==> src/rtl/dm_handover_ctrl.sv <==
// ---------------------------------------------------------------------------
// dm_handover_ctrl
//
// Handover controller for a device that can attach to one of three base
// stations (BS1..BS3). It low-pass filters the raw signal quality reported
// for each BS, attaches to the strongest BS once it is good enough, and
// decides on handovers when the serving BS asks for one. It also tracks
// link loss and counts successful handovers and acknowledge timeouts.
//
// Parameters
//   SQ_THRESH : minimum filtered SQ needed for the initial attach
//   HYST      : margin a candidate must exceed the serving SQ by
//   TIMEOUT   : cycles to wait for the target BS to acknowledge
//   LOSS_CYC  : consecutive respond-low cycles that declare link loss
//
// Ports
//   clk, reset_n                  : clock, asynchronous active-low reset
//   meas_sq1..3    [7:0]  in      : raw signal quality of BS1..BS3
//   bs_dm_respond  [2:0]  in      : bit i = BS(i+1) is serving this device
//   bs_dm_request  [2:0]  in      : bit i = BS(i+1) requests a decision
//   bs_dm_data     [23:0] in      : payload, BS(i+1) on bits [8i+7:8i]
//   dm_bs1..3_sq   [7:0]  out     : filtered SQ reported to each BS
//   dm_bs_target   [1:0]  out     : target index (0..2 = BS1..BS3, 3 = none)
//   serving        [1:0]  out     : current serving index
//   serving_valid         out     : device attached
//   dm_rx_data     [7:0]  out     : registered payload from serving BS
//   dm_rx_valid           out     : dm_rx_data updated this cycle
//   ho_count       [7:0]  out     : successful handovers (saturating)
//   fail_count     [7:0]  out     : acknowledge timeouts (saturating)
// ---------------------------------------------------------------------------
module dm_handover_ctrl #(
  parameter int SQ_THRESH = 50,
  parameter int HYST      = 10,
  parameter int TIMEOUT   = 16,
  parameter int LOSS_CYC  = 4
) (
  input  logic        clk,
  input  logic        reset_n,
  input  logic [7:0]  meas_sq1,
  input  logic [7:0]  meas_sq2,
  input  logic [7:0]  meas_sq3,
  input  logic [2:0]  bs_dm_respond,
  input  logic [2:0]  bs_dm_request,
  input  logic [23:0] bs_dm_data,
  output logic [7:0]  dm_bs1_sq,
  output logic [7:0]  dm_bs2_sq,
  output logic [7:0]  dm_bs3_sq,
  output logic [1:0]  dm_bs_target,
  output logic [1:0]  serving,
  output logic        serving_valid,
  output logic [7:0]  dm_rx_data,
  output logic        dm_rx_valid,
  output logic [7:0]  ho_count,
  output logic [7:0]  fail_count
);

  // Timer only ever holds 0..TIMEOUT-1; loss counter holds 0..LOSS_CYC-1.
  localparam int TW = (TIMEOUT > 2) ? $clog2(TIMEOUT) : 1;
  localparam int LW = $clog2(LOSS_CYC + 1);

  localparam logic [1:0] NO_TARGET = 2'd3;

  typedef enum logic [2:0] {
    S_IDLE,
    S_WAIT_ACK,
    S_CONNECTED,
    S_DECIDE,
    S_HOLD
  } state_t;

  state_t          state_q, state_d;
  logic [7:0]      f1_q, f1_d;
  logic [7:0]      f2_q, f2_d;
  logic [7:0]      f3_q, f3_d;
  logic [1:0]      target_q, target_d;
  logic [1:0]      serving_q, serving_d;
  logic            serving_valid_q, serving_valid_d;
  logic [7:0]      rx_data_q, rx_data_d;
  logic            rx_valid_q, rx_valid_d;
  logic [7:0]      ho_count_q, ho_count_d;
  logic [7:0]      fail_count_q, fail_count_d;
  logic [TW-1:0]   timer_q, timer_d;
  logic [LW-1:0]   loss_q, loss_d;

  logic [1:0]      best;
  logic [7:0]      f_best;
  logic [7:0]      f_serv;
  logic            resp_serv;
  logic            req_serv;
  logic            resp_tgt;
  logic [7:0]      data_serv;

  // f <= (3*f + meas) >> 2 in 10 bits; the result always fits in 8 bits.
  function automatic logic [7:0] sq_filter(input logic [7:0] f,
                                           input logic [7:0] meas);
    logic [9:0] acc;
    acc = ({2'b00, f} << 1) + {2'b00, f} + {2'b00, meas};
    return acc[9:2];
  endfunction

  function automatic logic [7:0] sat_inc(input logic [7:0] v);
    return (v == 8'hFF) ? v : v + 8'd1;
  endfunction

  // Strongest BS; strict '>' keeps ties on the lowest index.
  always_comb begin
    best   = 2'd0;
    f_best = f1_q;
    if (f2_q > f_best) begin
      best   = 2'd1;
      f_best = f2_q;
    end
    if (f3_q > f_best) begin
      best   = 2'd2;
      f_best = f3_q;
    end
  end

  // Per-BS views of the serving and target stations.
  always_comb begin
    f_serv    = f1_q;
    resp_serv = bs_dm_respond[0];
    req_serv  = bs_dm_request[0];
    data_serv = bs_dm_data[7:0];
    case (serving_q)
      2'd1: begin
        f_serv    = f2_q;
        resp_serv = bs_dm_respond[1];
        req_serv  = bs_dm_request[1];
        data_serv = bs_dm_data[15:8];
      end
      2'd2: begin
        f_serv    = f3_q;
        resp_serv = bs_dm_respond[2];
        req_serv  = bs_dm_request[2];
        data_serv = bs_dm_data[23:16];
      end
      default: ;
    endcase

    resp_tgt = 1'b0;
    case (target_q)
      2'd0:    resp_tgt = bs_dm_respond[0];
      2'd1:    resp_tgt = bs_dm_respond[1];
      2'd2:    resp_tgt = bs_dm_respond[2];
      default: resp_tgt = 1'b0;
    endcase
  end

  // Next-state logic for filters, data capture and the handover FSM.
  always_comb begin
    state_d         = state_q;
    target_d        = target_q;
    serving_d       = serving_q;
    serving_valid_d = serving_valid_q;
    ho_count_d      = ho_count_q;
    fail_count_d    = fail_count_q;
    timer_d         = timer_q;
    loss_d          = '0;

    f1_d = sq_filter(f1_q, meas_sq1);
    f2_d = sq_filter(f2_q, meas_sq2);
    f3_d = sq_filter(f3_q, meas_sq3);

    rx_data_d  = rx_data_q;
    rx_valid_d = 1'b0;
    if (serving_valid_q && resp_serv) begin
      rx_data_d  = data_serv;
      rx_valid_d = 1'b1;
    end

    case (state_q)
      S_IDLE: begin
        if ({1'b0, f_best} >= 9'(SQ_THRESH)) begin
          target_d = best;
          timer_d  = '0;
          state_d  = S_WAIT_ACK;
        end
      end

      // Acknowledge is tested first so it wins over a same-cycle timeout.
      S_WAIT_ACK: begin
        if (resp_tgt) begin
          if (serving_valid_q) begin
            ho_count_d = sat_inc(ho_count_q);
          end
          serving_d       = target_q;
          serving_valid_d = 1'b1;
          target_d        = NO_TARGET;
          state_d         = S_CONNECTED;
        end else if (timer_q == TW'(TIMEOUT - 1)) begin
          fail_count_d = sat_inc(fail_count_q);
          target_d     = NO_TARGET;
          state_d      = serving_valid_q ? S_CONNECTED : S_IDLE;
        end else begin
          timer_d = timer_q + 1'b1;
        end
      end

      // Loss is tested first so it wins over a same-cycle request.
      S_CONNECTED: begin
        if (!resp_serv && (loss_q == LW'(LOSS_CYC - 1))) begin
          serving_valid_d = 1'b0;
          state_d         = S_IDLE;
        end else begin
          loss_d = resp_serv ? '0 : loss_q + 1'b1;
          if (req_serv) begin
            state_d = S_DECIDE;
          end
        end
      end

      S_DECIDE: begin
        if ((best != serving_q) &&
            ({1'b0, f_best} >= ({1'b0, f_serv} + 9'(HYST)))) begin
          target_d = best;
          timer_d  = '0;
          state_d  = S_WAIT_ACK;
        end else begin
          target_d = serving_q;
          state_d  = S_HOLD;
        end
      end

      S_HOLD: begin
        if (!req_serv) begin
          target_d = NO_TARGET;
          state_d  = S_CONNECTED;
        end
      end

      default: begin
        target_d = NO_TARGET;
        state_d  = S_IDLE;
      end
    endcase
  end

  always_ff @(posedge clk or negedge reset_n) begin
    if (!reset_n) begin
      state_q         <= S_IDLE;
      f1_q            <= '0;
      f2_q            <= '0;
      f3_q            <= '0;
      target_q        <= NO_TARGET;
      serving_q       <= '0;
      serving_valid_q <= 1'b0;
      rx_data_q       <= '0;
      rx_valid_q      <= 1'b0;
      ho_count_q      <= '0;
      fail_count_q    <= '0;
      timer_q         <= '0;
      loss_q          <= '0;
    end else begin
      state_q         <= state_d;
      f1_q            <= f1_d;
      f2_q            <= f2_d;
      f3_q            <= f3_d;
      target_q        <= target_d;
      serving_q       <= serving_d;
      serving_valid_q <= serving_valid_d;
      rx_data_q       <= rx_data_d;
      rx_valid_q      <= rx_valid_d;
      ho_count_q      <= ho_count_d;
      fail_count_q    <= fail_count_d;
      timer_q         <= timer_d;
      loss_q          <= loss_d;
    end
  end

  assign dm_bs1_sq     = f1_q;
  assign dm_bs2_sq     = f2_q;
  assign dm_bs3_sq     = f3_q;
  assign dm_bs_target  = target_q;
  assign serving       = serving_q;
  assign serving_valid = serving_valid_q;
  assign dm_rx_data    = rx_data_q;
  assign dm_rx_valid   = rx_valid_q;
  assign ho_count      = ho_count_q;
  assign fail_count    = fail_count_q;

endmodule

==> config.mk <==
export PLATFORM = sky130hd
export DESIGN_NAME = dm_handover_ctrl
export DESIGN_NICKNAME = d
export VERILOG_FILES = /design/src/rtl/dm_handover_ctrl.sv
export SDC_FILE = /design/constraint.sdc
export NUM_CORES = 1
export LEC_CHECK = 0
export CAP_MARGIN = 20
export CORE_MARGIN = 5
export CORE_UTILIZATION = 50
export CTS_BUF_LIST = sky130_fd_sc_hd__clkbuf_8
export CTS_CLUSTER_DIAMETER = 80
export DETAILED_ROUTE_END_ITERATION = 6
export PLACE_DENSITY = 0.82
export RECOVER_POWER = 25
export SLEW_MARGIN = 20
export SYNTH_ARGS = -nofsm -noshare
export SYNTH_HDL_FRONTEND = slang
export SYNTH_SLANG_ARGS = --single-unit
==> constraint.sdc <==
create_clock -name clk -period 7.15 [get_ports clk]
set_input_delay 0.715 -clock clk [delete_from_list [all_inputs] [get_ports clk]]
set_output_delay 0.715 -clock clk [all_outputs]
set_load 0.02 [all_outputs]
# Yosys cells after proc, flatten, opt, wreduce, memory -nomap -nowiden
# Cells that the tools add are included.
[word_totals]
output_inout_bits = 54
regBits = 64
elab_cells = 105
[classes]
order_cmp = 4
reduce_logical = 15
add_sub_neg = 11
mux = 36
eq_ne = 22
n_bitwise = 4
[ops]
columns = ["op", "n"]
rows = [
  ["case mux 8 bit (2 select lines)", 2],
  ["adder 10 x 8 -> 10 bit", 3],
  ["adder 9 x 8 -> 10 bit", 3],
  ["two-way mux 3 bit", 10],
  ["adder 8 x 1 -> 8 bit, second input constant", 2],
  ["== test 8 bit, second input constant", 2],
  ["> comparator 8 bit", 2],
  ["two-way mux 4 bit", 4],
  ["two-way mux 8 bit", 2],
  ["AND reduction 4 bit", 4],
  ["case mux 3 bit (5 select lines)", 1],
  ["two-way mux 2 bit", 7],
  ["!= test 2 bit, second input constant", 7],
  ["case mux 4 bit (3 select lines)", 1],
  ["case mux 2 bit (5 select lines)", 1],
  ["adder 8 x 4 -> 9 bit, second input constant", 1],
  ["== test 3 x 2 -> 1 bit, second input constant", 3],
  [">= comparator 8 x 9 -> 1 bit", 1],
  [">= comparator 8 x 6 -> 1 bit, second input constant", 1],
  ["!= test 3 bit, second input constant", 2],
  ["case mux 1 bit (2 select lines)", 3],
  ["AND reduction 5 bit", 1],
  ["adder 4 x 1 -> 4 bit, second input constant", 1],
  ["== test 2 x 1 -> 1 bit, second input constant", 2],
  ["other kinds (17)", 26],
]

# Longest topological paths before layout
# Gate-level depths: netlist of run 1.
[depth]
depth_word = 8
mapped_depth = 29

# Worst setup path after synthesis of run 1
# No wires, ideal clock.
[synth_path]
path_type = "register to register"
from = "register f1_q[1], in the netlist dm_bs1_sq[1]"
to = "register target_q[1], in the netlist dm_bs_target[1]"
slack_ps = 1512
n_path_buf = 3
t_required_ps = 7067
stages_incl_launch_ff = 29
arrival_ps = 5555
period_less_slack_ps = 5638
path_cell_list = "dfrtp_1 -> inv_1 -> ha_1 -> nor2b_2 -> o211ai_2 -> a21o_1 -> a21oi_1 -> clkbuf_1 -> nor2_1 -> a21oi_1 -> ha_1 -> a21o_1 -> a31o_2 -> a221o_1 -> a31oi_2 -> or3_1 -> buf_6 -> clkbuf_1 -> nor2_1 -> a21oi_1 -> ha_1 -> a21o_1 -> a21oi_1 -> nand2b_1 -> a31oi_1 -> nand3_1 -> o21ai_4 -> a22oi_1 -> o32a_1"
[synth_between]
elab_chain_len = 8
elab_cells_between_ends = 17
cone_classes = "add/sub: 1; order compare: 4; eq/ne: 2; mux: 8; reduce/logical: 2"
[synth_rtl]
columns = ["element", "line_no", "source"]
rows = [
  ["start, declared", "72", "logic [7:0] f1_q, f1_d;"],
  ["start signal, assigned", "242", "f1_q <= '0;"],
  ["start signal, assigned", "256", "f1_q <= f1_d;"],
  ["> comparator 8 bit", "109", "if (f2_q > f_best) begin"],
  ["two-way mux 8 bit", "109", ""],
  ["> comparator 8 bit", "113", "if (f3_q > f_best) begin"],
  ["two-way mux 8 bit / two-way mux 2 bit (equally long branches)", "113", ""],
  [">= comparator 8 x 9 -> 1 bit / != test 2 bit (equally long branches)", "215, 214", ""],
  ["logical AND 1 bit", "214", "if ((best != serving_q) &&"],
  ["two-way mux 2 bit", "214", ""],
  ["case mux 2 bit (5 select lines)", "172", "case (state_q)"],
  ["end signal, assigned", "259", "target_q <= target_d;"],
  ["end, declared", "75", "logic [1:0] target_q, target_d;"],
]
# Parallel ways exist; a longest one is shown, timed or not. The select of a mux whose other input is x is not followed.
# A chain may end at the register's enable or synchronous reset.

# Worst setup path after layout of run 1
# Ends and elaborated chain as after synthesis.

==> impl_metrics.yaml, run 1 <==
outcome:
  outcome: "finished, violations left"
  violations: "max-capacitance violations, max-slew violations"
cts:
  clkTransAtPathRegs_ns: 0.08
  cts_hold_buffers: 0
  worstSkewPairLatency_ns: 0.35
  cts.sink_count: 64
  htreeDepth: 3
  clk_path_buf_depth: 2
  cts_resized: 0
  root_buffer: "clkbuf_8"
  cts_made_buffers: 9
  cts_setup_buffers: 0
  cts_tree: "done"
layout:
  nNetsFinal: 776
  diodes: 0
  layout_commonest_cell: "clkdlybuf4s50_1"
  drive_gt1_frac: 0.0538
  syn_to_final_growth_pct: 27.4
  stdcell_area_mm2: 0.00649
  layout_common_cells: "clkdlybuf4s50_1, dfrtp_1, a21oi_1, ha_1, nor2_1"
logic_synthesis:
  synth_edf_count: 0
  async_flop_share: 1.00
  ys_ff_latch: 64
  synth_fp_nets: 671
  syn_area_mm2: 0.00509
  synth_cells: 540
  syn_avg_cell_area_um2: 9.43
  ys_warn_count: 0
  synth_cell_types: 63
  yosysSeqAreaShare: 0.315
  ys.flop_type: "dfrtp_1"
grt:
  grt_first_pass_wirelength_mm: 21.8
  antenna_found_initial: 0
  grt_pass1_vias: 4654
  grt_usage: 0.212
  grt_max_degree: 65
  grt-ovfl-total: 0
floorplan:
  io_pins: 110
  start_util: 0.516
  die_x_um: 111
  dieHeight_um: 111
  rows: 36
  die-area_mm2: 0.0123
  core_mm2: 0.00986
route:
  dr.pass1.iters: 5
  vias_per_cell: 5.66
  wl_mm: 12.8
  drc: 0
  drt-initial-drc-count: 207
  ant_nets: 0
  wl_per_cell_um: 16.4
  vias: 4434
worst_setup_path:
  worstPathArrival_ns: 6.64
  required_ns: 7.41
  crit_type: "reg2reg"
  crit_fanout: 16
  start_kind: "register"
  end_kind: "register"
sta:
  relSlewSlack: -1.32
  fin_crit_sh: 0.891
  fin_skew_ns: 0.0187
  hold_ws_ns: 0.432
  period_needed_ns: 6.37
  setup_viol: 0
  slew_violations: 65
  hold_viol_final: 0
  setup_tns_ns: 0
  grt_setup_unrepaired: "no"
  max_freq_mhz: 157
  worstMarginPinSlew_ns: 3.49
placed_design:
  gp_congestion: 0.908
  dp_hpwl_mm: 9.96
  io_buffers: 109
  placedInstanceArea_mm2: 0.00628
min_path:
  holdCritPathClass: "reg2reg"
run:
  drv_cap: 1
-- path summary, 6_finish.rpt --
check,from,endpoint,slack (ns),cells past startpoint
min in group asynchronous,reset_n,serving_valid$_DFFE_PN0P_,1.66,2
max in group asynchronous,reset_n,fail_count[7]$_DFFE_PN0P_,3.53,2
hold / removal,loss_q[0]$_DFF_PN0_,loss_q[0]$_DFF_PN0_,0.43,1
setup / recovery,dm_bs1_sq[1]$_DFF_PN0_,dm_bs_target[1]$_DFFE_PN1P_,0.78,25
setup reg to reg,dm_bs1_sq[1]$_DFF_PN0_,dm_bs_target[1]$_DFFE_PN1P_,0.78,25
hold reg to reg,loss_q[0]$_DFF_PN0_,loss_q[0]$_DFF_PN0_,0.43,1
-- layer usage --
layer  vias up  global-route usage  wire (µm)  share of wire
met3        22              0.0573        819          0.064
li1       2153                   -          -              -
met4         0              0.0649        218          0.017
met5         -                   0          0              0
met1      2110               0.252       5260           0.41
met2       149               0.372       6530           0.51
-- registers in the layout, indices dropped and copies added, names as in the netlist --
signal / cells
state_q: 3
dm_rx_data: 8
dm_rx_valid: 1
loss_q: 3
dm_bs_target: 2
dm_bs1_sq: 8
fail_count: 8
dm_bs3_sq: 8
dm_bs2_sq: 8
serving: 2
timer_q: 4
serving_valid: 1
ho_count: 8
-- worst max-delay path, cell delays in order (launching register included) --
cell and delay, ns:
dfrtp_1 0.46, inv_1 0.11, ha_1 0.30, nor2b_2 0.15, o211ai_2 0.09, a21o_1 0.21, a21oi_1 0.81, nor2_1 0.09
a21oi_1 0.23, ha_1 0.29, a21o_1 0.18, a21o_1 0.17, a221o_1 0.35, a31oi_2 0.35, or3_1 0.58, nor2_1 0.09
a21oi_1 0.15, ha_1 0.26, a21o_1 0.18, a21oi_1 0.18, nand2b_1 0.09, a31oi_1 0.14, nand3_1 0.14, o21ai_4 0.27
a22oi_1 0.11, o32a_1 0.31
-- final cells by class --
cell class	count	area, µm²
clock inverter	7	87.6
timing repair buffer	110	1090
fill	814	3380
sequential	64	1600
clock buffer	9	124
tap	133	166
multi-input combinational	417	3260
inverter	43	161
-- cell usage after synthesis, types with 3 or more instances --
library cell	number	area share
dfrtp_1	62	0.30
a21oi_1	57	0.056
ha_1	51	0.13
nor2_1	47	0.035
inv_1	43	0.032
nand2_1	37	0.027
xnor2_1	26	0.045
fa_1	24	0.094
o21ai_0	20	0.020
a22oi_1	17	0.025
a21o_1	13	0.019
xor2_1	12	0.021
nand3_1	11	0.011
a31oi_1	9	0.011
nor3_1	8	0.0079
o21bai_1	8	0.012
and3_1	7	0.0086
clkbuf_1	6	0.0044
nand2b_1	6	0.0074
buf_1	4	0.0029
buf_2	4	0.0039
mux2_2	4	0.0088
mux2i_1	4	0.0079
nand4_1	4	0.0049
a221oi_1	3	0.0052
a41o_1	3	0.0059
nor4_1	3	0.0037
o211ai_1	3	0.0044
or3_1	3	0.0037
-- cells by family (layout without fill, tap and decap cells) --
group | after synthesis | count (layout) | share of synthesized area
compound gates | 157 | 157 | 0.207
simple gates | 139 | 139 | 0.130
fa+ha+maj | 75 | 75 | 0.220
flops | 64 | 64 | 0.315
buf+inv | 59 | 169 | 0.0462
xor+xnor | 38 | 38 | 0.0654
mux | 8 | 8 | 0.0167
-- metrics by stage --
stage	setup WS, ns	instances	util
4_1_cts	0.851	783	0.658
3_3_place_gp	1.19	767	0.636
6_report	0.777	783	0.658
5_1_grt	0.145	783	0.658
2_1_floorplan	1.51	540	-
3_5_place_dp	0.920	767	0.636
Power of run 1 is not shown: default switching activity piles up to over one toggle a cycle in this logic, so the estimate is an artifact.
==> inputs of run 2 (changes only) <==
--- a/config.mk
+++ b/config.mk
@@ -7,13 +7,15 @@
 export LEC_CHECK = 0
 export CAP_MARGIN = 20
 export CORE_MARGIN = 5
-export CORE_UTILIZATION = 50
+export CORE_UTILIZATION = 25
 export CTS_BUF_LIST = sky130_fd_sc_hd__clkbuf_8
 export CTS_CLUSTER_DIAMETER = 80
 export DETAILED_ROUTE_END_ITERATION = 6
-export PLACE_DENSITY = 0.82
+export HOLD_SLACK_MARGIN = 0.08
+export PLACE_DENSITY = 0.48
 export RECOVER_POWER = 25
 export SLEW_MARGIN = 20
 export SYNTH_ARGS = -nofsm -noshare
 export SYNTH_HDL_FRONTEND = slang
 export SYNTH_SLANG_ARGS = --single-unit
+export TNS_END_PERCENT = 10
==> run 2 against run 1 <==
The run still ends with max-capacitance violations, max-slew violations left. Clock skew decreased by 0.0083 ns. Final area increased by 2.4%. Hold slack improved by 0.0053 ns. Utilization decreased by 33 points. Clock-buffer cell count increased by 1. Routed wire length increased by 13%. Cell count increased by 18%. First-iteration DRC count increased by 2.4%. Die area increased by 90%. Non-clock buffer count increased by 2.
==> impl_metrics.yaml, run 2 (synthesis gave the netlist of run 1 again) <==
floorplan:
  dieHeight_um: 153
  io_pins: 110
  die-area_mm2: 0.0233
  die_x_um: 153
  core_mm2: 0.0202
  rows: 52
  start_util: 0.252
worst_setup_path:
  crit_buf_inv: 2
  cp_top_family: "compound AO/OA/AOI/OAI gates"
  required_ns: 7.44
  crit_fanout: 16
  rr_worst_depth: 26
  cpPeakStageDelay_ns: 0.59
  start_kind: "register"
  crit_slowest_cell: "or3_1"
  crit_type: "reg2reg"
  worstPathArrival_ns: 6.24
  rr_endpoint: "dm_bs_target[1]$_DFFE_PN1P_"
  rrSetupSlack_ns: 1.21
  reg2reg_from: "dm_bs1_sq[6]$_DFF_PN0_"
  end_kind: "register"
cts:
  cts_resized: 0
  cts.sink_count: 64
  cts_hold_buffers: 0
  cts_made_buffers: 9
  cts_setup_buffers: 0
  root_buffer: "clkbuf_8"
  htreeDepth: 3
  worstSkewPairLatency_ns: 0.37
  cts_tree: "done"
  clk_path_buf_depth: 2
  clkTransAtPathRegs_ns: 0.08
min_path:
  hold_start: "loss_q[0]$_DFF_PN0_"
  holdPathEnd: "loss_q[0]$_DFF_PN0_"
  holdCritPathClass: "reg2reg"
  holdPathStages: 1
sta:
  fin_crit_sh: 0.831
  relSlewSlack: -1.49
  slew_violations: 65
  timing.final.ws_setup_ns: 1.21
  hold_viol_final: 0
  setup_viol: 0
  grt_setup_unrepaired: "no"
  max_freq_mhz: 168
  setup_tns_ns: 0
  worstMarginPinSlew_ns: 3.73
  period_needed_ns: 5.94
  fin_skew_ns: 0.0104
placed_design:
  dp_hpwl_mm: 11.3
  place_ws_ns: 1.24
  io_buffers: 109
  placedInstanceArea_mm2: 0.00646
  gp_congestion: 0.851
layout:
  drive_gt1_frac: 0.0567
  layout_common_cells: "clkdlybuf4s50_1, dfrtp_1, a21oi_1, ha_1, nor2_1"
  diodes: 0
  syn_to_final_growth_pct: 30.5
  layout_commonest_cell: "clkdlybuf4s50_1"
  fill_cells: 2053
  nNetsFinal: 778
  stdcell_area_mm2: 0.00664
route:
  vias: 4431
  ant_nets: 0
  dr_wl_met3_um: 757
  drt-initial-drc-count: 212
  drc: 0
  highest_layer: "met4"
  vias_per_cell: 4.81
  wl_met1_mm: 6.19
  wl_mm: 14.5
  wl_per_cell_um: 15.7
  dr.pass1.iters: 4
  wl_met2_mm: 7.36
grt:
  grt-ovfl-total: 0
  antenna_found_initial: 0
  grt_max_degree: 65
  grt_usage: 0.128
  grt_pass1_vias: 4601
  grt_first_pass_wirelength_mm: 24.2
outcome:
  outcome: "finished, violations left"
  violations: "max-capacitance violations, max-slew violations"
run:
  drv_cap: 1
==> run 2: final cells by class <==
cell class / count / area [µm²] / share of cell area
multi-input combinational: 417 / 3250 / 0.490
sequential: 64 / 1600 / 0.241
timing repair buffer: 112 / 1100 / 0.166
tap: 270 / 338 / 0.0508
inverter: 43 / 161 / 0.0243
clock buffer: 10 / 138 / 0.0207
clock inverter: 6 / 45.0 / 0.00678
==> run 2: worst max-delay path by stage <==
stage,from,end,slack [ns],cells after the start
global placement,dm_bs1_sq[1]$_DFF_PN0_,dm_bs_target[1]$_DFFE_PN1P_,1.42,25
finish,dm_bs1_sq[6]$_DFF_PN0_,dm_bs_target[1]$_DFFE_PN1P_,1.21,26
CTS,dm_bs1_sq[6]$_DFF_PN0_,dm_bs_target[1]$_DFFE_PN1P_,1.23,25
floorplan,dm_bs1_sq[1]$_DFF_PN0_,dm_bs_target[1]$_DFFE_PN1P_,1.51,28
global route,dm_bs1_sq[6]$_DFF_PN0_,dm_bs_target[1]$_DFFE_PN1P_,0.73,25
detailed placement,dm_bs1_sq[6]$_DFF_PN0_,dm_bs_target[1]$_DFFE_PN1P_,1.24,25
==> run 2: layer usage <==
metal,vias to the layer above,track usage
li1,2146,-
met1,2163,0.151
met5,-,0
met4,0,0.0348
met2,108,0.226
met3,14,0.0366
==> run 2: stage by stage <==
step            util  hold slack [ns]  instances
3_3_place_gp   0.321            0.420        906
6_report       0.329            0.438        922
2_1_floorplan      -            0.408        540
4_1_cts        0.330            0.442        922
5_1_grt        0.329            0.453        922
3_5_place_dp   0.321            0.431        906
Power of run 2 is left out for the same reason.
==> inputs of run 3 (changes only) <==
--- a/config.mk
+++ b/config.mk
@@ -12,7 +12,7 @@
 export CTS_CLUSTER_DIAMETER = 80
 export DETAILED_ROUTE_END_ITERATION = 6
 export HOLD_SLACK_MARGIN = 0.08
-export PLACE_DENSITY = 0.48
+export PLACE_DENSITY = 0.5
 export RECOVER_POWER = 25
 export SLEW_MARGIN = 20
 export SYNTH_ARGS = -nofsm -noshare
==> constraint.sdc (replaced) <==
create_clock -name clk -period 4.76 [get_ports clk]
set_input_delay 0.476 -clock clk [delete_from_list [all_inputs] [get_ports clk]]
set_output_delay 0.476 -clock clk [all_outputs]
set_load 0.02 [all_outputs]
==> run 3 against run 2 <==
Global-route usage rose by 0.15 points. Largest cell class unchanged. Clock skew grew 0.0026 ns. Die area is the same. Register-to-register slack lost 1.4 ns. The run ends with max-capacitance violations, max-slew violations, negative setup slack left.
==> impl_metrics.yaml, run 3 (synthesis gave the netlist of run 1 again) <==
worst_setup_path:
  crit_path_start: "dm_bs2_sq[1]$_DFF_PN0_"
  cpPeakStageDelay_ns: 0.43
  rr_endpoint: "dm_bs_target[1]$_DFFE_PN1P_"
  crit_path_frequent_cell: "a21o_1"
  crit_slowest_cell: "dfrtp_2"
  start_kind: "register"
  reg2reg_from: "dm_bs2_sq[1]$_DFF_PN0_"
  crit_fanout: 7
  crit_buf_inv: 1
  worstPathArrival_ns: 5.21
  end_kind: "register"
  path_cells: "ha_4 -> nor2b_4 -> o211ai_2 -> a21o_1 -> a21oi_2 -> buf_4 -> nor2_1 -> a21oi_2 -> ha_1 -> a21o_1 -> a31o_2 -> a221o_1 -> a31oi_2 -> or3_4 -> mux2i_1 -> ha_1 -> nand2b_1 -> a21o_1 -> a21oi_1 -> a31oi_1 -> and3_1 -> o21ai_4 -> a22oi_1 -> o32a_1"
  required_ns: 5.05
  crit_type: "reg2reg"
  cp_top_family: "compound AO/OA/AOI/OAI gates"
  rr_worst_depth: 24
  rrSetupSlack_ns: -0.15
sta:
  hold_ws_ns: 0.452
  fin_skew_ns: 0.0130
  timing.final.ws_setup_ns: -0.153
  slew_violations: 65
  hold_viol_final: 0
  grt_setup_unrepaired: "yes"
  fin_crit_sh: 1.03
  worstMarginPinSlew_ns: 3.58
  max_freq_mhz: 204
  relSlewSlack: -1.39
  setup_viol: 7
  period_needed_ns: 4.91
min_path:
  hold_start: "loss_q[0]$_DFF_PN0_"
  holdPathEnd: "loss_q[0]$_DFF_PN0_"
  holdPathStages: 1
  holdCritPathClass: "reg2reg"
cts:
  cts.sink_count: 64
  cts_hold_buffers: 0
  clk_path_buf_depth: 2
  cts_made_buffers: 9
  cts_tree: "done"
  root_buffer: "clkbuf_8"
  clkTransAtPathRegs_ns: 0.08
  worstSkewPairLatency_ns: 0.36
  htreeDepth: 3
run:
  drv_cap: 1
route:
  dr.pass1.iters: 4
  wl_per_cell_um: 15.1
  wl_mm: 14.7
  drt-initial-drc-count: 136
  vias: 4609
  drc: 0
  ant_nets: 0
  vias_per_cell: 4.72
grt:
  antenna_found_initial: 0
  grt-ovfl-total: 0
  grt_usage: 0.129
  grt_first_pass_wirelength_mm: 24.6
  grt_max_degree: 65
  grt_pass1_vias: 4857
placed_design:
  dp_hpwl_mm: 11.6
  gp_congestion: 0.810
  io_buffers: 109
layout:
  drive_gt1_frac: 0.173
  layout_commonest_cell: "clkdlybuf4s50_1"
  finalCoreUtilization: 0.358
  syn_to_final_growth_pct: 41.9
  layout_common_cells: "clkdlybuf4s50_1, buf_4, dfrtp_1, a21oi_1, ha_1"
  diodes: 0
  nNetsFinal: 833
floorplan:
  die_x_um: 153
  start_util: 0.252
  dieHeight_um: 153
  io_pins: 110
  core_mm2: 0.0202
  die-area_mm2: 0.0233
  rows: 52
outcome:
  outcome: "finished, violations left"
  violations: "max-capacitance violations, max-slew violations, negative setup slack"
[run 3: worst max path at each step]
stage,end,depth (start not counted)
global placement,dm_bs_target[1]$_DFFE_PN1P_,26
detailed placement,dm_bs_target[0]$_DFFE_PN1P_,25
finish,dm_bs_target[1]$_DFFE_PN1P_,24
CTS,dm_bs_target[1]$_DFFE_PN1P_,25
global route,dm_bs_target[1]$_DFFE_PN1P_,26
floorplan,dm_bs_target[1]$_DFFE_PN1P_,29
[run 3: area by class of cell]
type | instances | area [µm²]
multi-input combinational | 417 | 3380
clock inverter | 7 | 72.6
sequential | 64 | 1620
clock buffer | 9 | 124
inverter | 43 | 161
fill | 2075 | 12900
tap | 270 | 338
timing repair buffer | 167 | 1530
[run 3: through the flow]
step                      cells  worst slack, ns  instance area [µm²]  TNS, ns
after floorplan             540           -0.339                 5150    -2.05
final                       977           -0.153                 7220   -0.703
after detailed placement    958           -0.345                 6890    -2.20
after global placement      958           -0.152                 6890   -0.707
after CTS                   977           -0.158                 7170   -0.804
after global routing        977           -0.445                 7220    -3.07
[run 3: per-layer routing]
| layer | global-route usage | part of all wire | up-vias |
|---|---|---|---|
| li1 | - | - | 2267 |
| met1 | 0.157 | 0.44 | 2239 |
| met2 | 0.224 | 0.50 | 89 |
| met3 | 0.0324 | 0.042 | 14 |
| met4 | 0.0403 | 0.015 | 0 |
| met5 | 0 | 0 | - |
[run 3: what timing repair did]
item | 4_1_cts | 5_1_grt
buffers inserted | 3 | 0
resized for setup | 12 | 11
pin swaps | 8 | 3
endpoints found under the setup margin | 8 | 8
Power of run 3 is left out for the same reason.
